File: config.mk
export PLATFORM = sky130hd
export DESIGN_NAME = demux_1x8_sched
export DESIGN_NICKNAME = d
export VERILOG_FILES = /design/src/rtl/demux_sched_pkg.sv /design/src/rtl/demux_1x8_onehot.sv /design/src/rtl/demux_1x8_sched.sv
export SDC_FILE = /design/constraint.sdc
export NUM_CORES = 1
export LEC_CHECK = 0
export BUFFER_PORTS_ARGS = -buffer_cell sky130_fd_sc_hd__buf_2
export CORE_ASPECT_RATIO = 0.9
export CORE_MARGIN = 3
export CORE_UTILIZATION = 50
export CTS_CLUSTER_DIAMETER = 50
export DETAILED_ROUTE_END_ITERATION = 12
export MAX_ROUTING_LAYER = met4
export PLACE_DENSITY = 0.77
export REMOVE_ABC_BUFFERS = 1
export SLEW_MARGIN = 20
export SYNTH_ARGS = -nofsm -noshare
export SYNTH_HDL_FRONTEND = slang
export SYNTH_HIERARCHICAL = 1
export SYNTH_SLANG_ARGS = --single-unit
File: constraint.sdc
create_clock -name clk -period 4.3 [get_ports clk]
set_clock_uncertainty 0.15 [all_clocks]
set_input_delay 0.215 -clock clk [delete_from_list [all_inputs] [get_ports clk]]
set_output_delay 0.215 -clock clk [all_outputs]
set_load 0.05 [all_outputs]
File: src/rtl/demux_sched_pkg.sv
// Shared types, constants and the round-robin lane search for the demux_1x8_sched block.
package demux_sched_pkg;

  localparam int NL_C  = 8;
  localparam int SEL_W = 3;

  typedef enum logic {
    IDLE = 1'b0,
    HOLD = 1'b1
  } state_t;

  // First enabled lane at or after ptr, searching upward with wrap; returns ptr when mask is empty.
  function automatic logic [SEL_W-1:0] next_rr(input logic [SEL_W-1:0] ptr,
                                               input logic [NL_C-1:0]  mask);
    logic [SEL_W-1:0] idx;
    next_rr = ptr;
    for (int k = NL_C - 1; k >= 0; k--) begin
      idx = ptr + k[SEL_W-1:0];
      if (mask[idx]) next_rr = idx;
    end
  endfunction

endpackage

File: src/rtl/demux_1x8_onehot.sv
// Combinational 3-bit lane select plus enable to 8-bit one-hot lane vector.
module demux_1x8_onehot
  import demux_sched_pkg::*;
(
  input  logic [SEL_W-1:0] sel,
  input  logic             en,
  output logic [NL_C-1:0]  onehot
);

  always_comb begin
    onehot = '0;
    if (en) onehot[sel] = 1'b1;
  end

endmodule

File: src/rtl/demux_1x8_sched.sv
// 1-to-8 demux sequencer: one registered output slot steered round-robin or by in_sel.
// Optional per-lane transfer counters are built when DEMUX_SCHED_STATS_EN is defined.
module demux_1x8_sched
  import demux_sched_pkg::*;
#(
  parameter int DW = 8,
  parameter int NL = NL_C
) (
  input  logic             clk,
  input  logic             rst_n,
  input  logic             cfg_mode,
  input  logic [NL-1:0]    cfg_lane_en,
  input  logic             in_valid,
  output logic             in_ready,
  input  logic [DW-1:0]    in_data,
  input  logic [SEL_W-1:0] in_sel,
  output logic [NL-1:0]    out_valid,
  input  logic [NL-1:0]    out_ready,
  output logic [DW-1:0]    out_data,
  output logic             drop_pulse,
  output logic             busy
`ifdef DEMUX_SCHED_STATS_EN
  ,
  output logic [NL*16-1:0] lane_cnt
`endif
);

  // Handshake: a word moves when valid & ready are both high on a rising edge; valid never
  // depends on ready, and a held out_valid/out_data pair stays frozen until its lane is ready.

  state_t           state;
  logic [SEL_W-1:0] rr_ptr;
  logic [SEL_W-1:0] tgt;
  logic             tgt_en;
  logic             held_done;
  logic             accept;
  logic             load;
  logic [NL-1:0]    tgt_onehot;

  assign held_done = |(out_valid & out_ready);
  assign tgt       = cfg_mode ? in_sel : next_rr(rr_ptr, cfg_lane_en);
  assign tgt_en    = cfg_lane_en[tgt];
  assign accept    = in_valid & in_ready;
  assign load      = accept & tgt_en;
  assign busy      = (state == HOLD);

  // HOLD only reopens on the completing cycle so a new word can replace the old without a bubble.
  always_comb begin
    in_ready = 1'b0;
    unique case (state)
      IDLE:    in_ready = cfg_mode | (|cfg_lane_en);
      HOLD:    in_ready = held_done;
      default: in_ready = 1'b0;
    endcase
  end

  demux_1x8_onehot u_onehot (
    .sel    (tgt),
    .en     (tgt_en),
    .onehot (tgt_onehot)
  );

  always_ff @(posedge clk or negedge rst_n) begin
    if (!rst_n) begin
      state      <= IDLE;
      out_valid  <= '0;
      out_data   <= '0;
      rr_ptr     <= '0;
      drop_pulse <= 1'b0;
    end else begin
      drop_pulse <= accept & cfg_mode & ~tgt_en;
      if (load) begin
        out_data  <= in_data;
        out_valid <= tgt_onehot;
        state     <= HOLD;
        if (!cfg_mode) rr_ptr <= tgt + SEL_W'(1);
      end else if ((state == HOLD) && held_done) begin
        out_valid <= '0;
        state     <= IDLE;
      end
    end
  end

`ifdef DEMUX_SCHED_STATS_EN
  logic [15:0] cnt_q [NL];

  always_ff @(posedge clk or negedge rst_n) begin
    if (!rst_n) begin
      for (int i = 0; i < NL; i++) cnt_q[i] <= '0;
    end else begin
      for (int i = 0; i < NL; i++) begin
        if (out_valid[i] & out_ready[i]) cnt_q[i] <= cnt_q[i] + 16'd1;
      end
    end
  end

  for (genvar g = 0; g < NL; g++) begin : g_cnt_out
    assign lane_cnt[g*16 +: 16] = cnt_q[g];
  end
`endif

endmodule

==> results.txt <==
----------------------------------------------------
[Yosys]
  Flop and latch count out of synthesis ... 21
  Warnings, synthesis ... 6
  Largest cells by area after synthesis ... sky130_fd_sc_hd__dfrtp_1 23%, sky130_fd_sc_hd__mux2i_1 12%, sky130_fd_sc_hd__mux4_2 12%
  Share of the synthesized area in the top cell type ... 23.19%
  Count of different cell masters after synthesis ... 58
  Number of enable flip-flop cells after synthesis ... 0
  Primary FF master, synth ... sky130_fd_sc_hd__dfrtp_1
  Sequential fraction of the synthesis area ... between 20% and 30%
  Synthesized instance count ... 231
  Area of the mapped netlist ... 2266 µm²
  Post-synth ARST share ... 100.0%
  Leading area contributor after synthesis ... sky130_fd_sc_hd__dfrtp_1
  Mean instance size in the synthesized netlist ... between 9 and 10 µm²

[Outcome]
  Result of the run ... finished, final reports clean

[Layout]
  Number of antenna repair diodes ... 0
  Number of nets in the finished design ... 310
  Number of fill cells in the layout ... 360
  P&R area growth vs syn ... 16.34%
  Sequential standard cell area ... 525.5 µm²
  Post-layout util ... a little over three fifths
  Multi-input gate area ... 1603 µm²
  Final cell area excluding filler cells ... between 2000 and 3000 µm²
  Share of final-layout standard cells stronger than drive strength 1 ... 38.91%

[GRT]
  Via count of the first global-routing pass ... 1952
  Leftover overflow at the end of global routing ... 0
  Maximum number of pins on one net before global-route repair ... 23
  Wire length of the first global-routing pass ... 9535 µm
  GR Util All Layers ... 21.95%
  Antenna violations before repair ... 0

[Power and ir drop]
  Power density of the placed cells ... 167.3 nW/µm²
  Static Leak ... 0.001201 µW
  Worst VDD drop ... roughly 0.15 mV

[Min path]
  Worst Hold Class ... primary input to flop
  Worst hold path endpoint ... out_data[5]
  Worst Hold Depth ... 2
  Startpoint of the most critical hold path ... in_data[5]

[Setup path]
  Worst path cell trace ... clkinv_1 -> ha_4 -> buf_4 -> mux2i_1 -> o22ai_1 -> o31ai_1 -> o211ai_1 -> a21oi_2 -> inv_2 -> mux2i_1 -> mux2_2 -> mux2_2 -> inv_1 -> and4b_2 -> inv_1 -> mux2i_1
  R2R depth ... 16
  Crit Reg-Reg Endpoint ... out_valid[3]
  Crit path kind ... flop to flop
  Delay of the slowest cell on the worst path ... 410 ps
  R2R Setup Slk ... 290 ps
  Most used cell along the critical path ... sky130_fd_sc_hd__mux2i_1
  Required time of the worst setup path ... 4330 ps
  Element type at the critical path start ... flop
  Sum of buffers and inverters on the critical path ... 5
  CP Max Fanout ... 15
  Standard cell with the maximum stage delay on the critical path ... sky130_fd_sc_hd__ha_4
  Kind of cell adding the most delay to the critical path ... multiplexers
  Kind of capture point of the worst setup path ... flop
  Arrival time of the worst setup path ... 4040 ps
  Reg-to-reg critical path startpoint ... rr_ptr[0]

[Placed design]
  Weighted congestion at the end of routability-driven global placement ... roughly 0.90
  Number of buffer cells added on primary ports ... ~50
  Hpwl dp ... approximately 4200 µm
  Cell area after placement ... roughly 2600 µm²
  Placement Setup Slack ... between 4 and 5 ps

[CTS]
  Post-CTS Setup Inserts ... 0
  Number of sinks driven by the clock tree ... 21
  Bufs on Longest Clock Path ... 2
  Worst-path clk slew ... 80 ps
  H-tree depth ... 1
  Root buffer cell ... sky130_fd_sc_hd__clkbuf_8
  Later-pin clock latency in the skew report ... 260 ps
  TritonCTS clock tree ... built
  Clock buffers created by TritonCTS ... 3

[Die]
  # IOs ... 50
  Total core area ... 4212 µm²
  Standard-cell row count ... 22
  Die area ... between 5000 and 6000 µm²
  Die Ht ... 69.87 µm
  Die width ... between 70 and 80 µm
  Starting density of the core ... 53.80%

[Timing]
  Number of max-slew violations in the final report ... 0
  Final-layout setup total negative slack ... 0 ps
  Period utilization ... a little over 90%
  Max transition margin ... between 60% and 70%
  Setup repair after global routing missed its margin ... no
  Worst slew pin tran ... 497.9 ps
  Min cycle time layout ... ~4000 ps
  Fmax ... 249.1 MHz
  Count of final setup violators ... 0
  Hold violation total from the final report ... 0
  Setup slack of the critical path after layout ... 285.5 ps

[Run]
  Reported max-cap violation count ... 0

[Routing]
  First-iteration detailed-routing DRC count ... 187
  Aggregate routed wire length ... approximately 5700 µm
  First-pass DRT Iterations ... 5
  Number of nets with antenna violations after detailed routing ... 0
  Remaining DRCs ... 0
  Drt wl/cell ... 17.00 µm
  Vias ... 2063
  Post-DR vias/cell ... 6.158

----------------------------------------------------
==> sequential cells by signal (all words and copies together), names as in the netlist <==
name	count
out_valid	8
rr_ptr	3
out_data	8
busy	1
drop_pulse	1
==> routing by layer <==
metal  GRT usage, %  vias up  share of wire (%)
li1               -      963                  -
met1          32.57      998                 46
met2          30.95       94                 45
met3          3.995        8                7.5
met4          5.030        0                1.3
met5              -        -                  0
==> cell usage after synthesis (5+ instances only) <==
| library cell | instances |
|---|---|
| sky130_fd_sc_hd__a21oi_1 | 6 |
| sky130_fd_sc_hd__a22oi_1 | 5 |
| sky130_fd_sc_hd__nor2_1 | 9 |
| sky130_fd_sc_hd__mux2i_1 | 27 |
| sky130_fd_sc_hd__nand2b_1 | 6 |
| sky130_fd_sc_hd__nand2_1 | 17 |
| sky130_fd_sc_hd__buf_2 | 6 |
| sky130_fd_sc_hd__mux4_2 | 12 |
| sky130_fd_sc_hd__clkbuf_1 | 9 |
| sky130_fd_sc_hd__inv_1 | 14 |
| sky130_fd_sc_hd__mux2_2 | 13 |
| sky130_fd_sc_hd__dfrtp_1 | 21 |
==> cell families (layout without fill, tap and decap cells) <==
group	count (synthesis)	after routing	synth area share [%]
buffers and inverters	35	79	6.902
AO/OA/AOI/OAI	44	44	15.30
AND/OR/NAND/NOR	64	64	16.73
multiplexers	59	59	34.29
XOR/XNOR	5	5	1.933
flip-flops	21	21	23.19
adder cells (fa/ha/maj)	3	3	1.657
==> repair_timing <==
action | in CTS | in global routing
cloned | 0 | 0
endpoints found under the setup margin | 8 | 14
endpoints found under the hold margin | 21 | 0
hold buffers | 1 | 0
resized for setup | 1 | 4
==> worst register-to-register path, cell delays in order, from the launching register on <==
cell	delay (ps)
sky130_fd_sc_hd__dfrtp_1	380
sky130_fd_sc_hd__clkinv_1	140
sky130_fd_sc_hd__ha_4	410
sky130_fd_sc_hd__buf_4	200
sky130_fd_sc_hd__mux2i_1	300
sky130_fd_sc_hd__o22ai_1	150
sky130_fd_sc_hd__o31ai_1	310
sky130_fd_sc_hd__o211ai_1	150
sky130_fd_sc_hd__a21oi_2	240
sky130_fd_sc_hd__inv_2	160
sky130_fd_sc_hd__mux2i_1	140
sky130_fd_sc_hd__mux2_2	330
sky130_fd_sc_hd__mux2_2	290
sky130_fd_sc_hd__inv_1	160
sky130_fd_sc_hd__and4b_2	240
sky130_fd_sc_hd__inv_1	40
sky130_fd_sc_hd__mux2i_1	160
==> final cells by class <==
cell class	instances	area share (%)
Clock inverter	1	0.1898
Multi-Input combinational cell	175	60.80
Sequential cell	21	19.93
Inverter	16	2.278
Clock buffer	3	1.566
Tap cell	60	2.848
Timing Repair Buffer	59	12.39
==> cell usage in the layout, fill, tap and decap left out, types with 4 or more instances in the layout <==
cell                       Yosys  layout
sky130_fd_sc_hd__buf_2         6      49
sky130_fd_sc_hd__mux2i_1      27      27
sky130_fd_sc_hd__dfrtp_1      21      21
sky130_fd_sc_hd__nand2_1      17      17
sky130_fd_sc_hd__inv_1        14      14
sky130_fd_sc_hd__mux2_2       13      13
sky130_fd_sc_hd__mux4_2       12      12
sky130_fd_sc_hd__nor2_1        9       9
sky130_fd_sc_hd__buf_4         1       8
sky130_fd_sc_hd__nand2b_1      6       6
sky130_fd_sc_hd__a21oi_1       6       5
sky130_fd_sc_hd__a22oi_1       5       5
sky130_fd_sc_hd__o221ai_1      4       4
sky130_fd_sc_hd__o21ai_0       4       4
sky130_fd_sc_hd__nor2b_1       4       4
sky130_fd_sc_hd__o22ai_1       4       4
sky130_fd_sc_hd__mux2_1        4       4
==> worst max-delay path by stage <==
| stage | from | end | slack, ps | depth (start not counted) |
|---|---|---|---|---|
| final | rr_ptr[0] | out_valid[3] | 290 | 16 |
| after CTS | rr_ptr[0] | out_valid[3] | 100 | 16 |
| after detailed placement | rr_ptr[0] | out_valid[3] | 4 | 16 |
| after global routing | rr_ptr[0] | out_valid[2] | 30 | 15 |
| after floorplan | rr_ptr[0] | out_data[0] | -610 | 11 |
| after global placement | rr_ptr[0] | rr_ptr[1] | 180 | 13 |
==> where the power goes <==
| group | internal (µW) | total [µW] | leakage [µW] | switching, µW |
|---|---|---|---|---|
| sequential | 197 | 197 | 0.000278 | 0 |
| clock | 64.4 | 126 | 0.0000255 | 61.7 |
| combinational | 53.3 | 118 | 0.000898 | 64.2 |
| total | 315 | 441 | 0.00120 | 126 |
==> per-stage QoR <==
step                power (µW)  hold WS, ps  std cells
floorplan                270.5       -230.6        212
global placement         312.5        44.99        330
detailed placement       314.7        44.90        330
CTS                      443.9        18.40        335
global route             465.2        20.02        335
finish                   440.9        23.29        335
No activity file was read; power rests on OpenSTA's default activity.
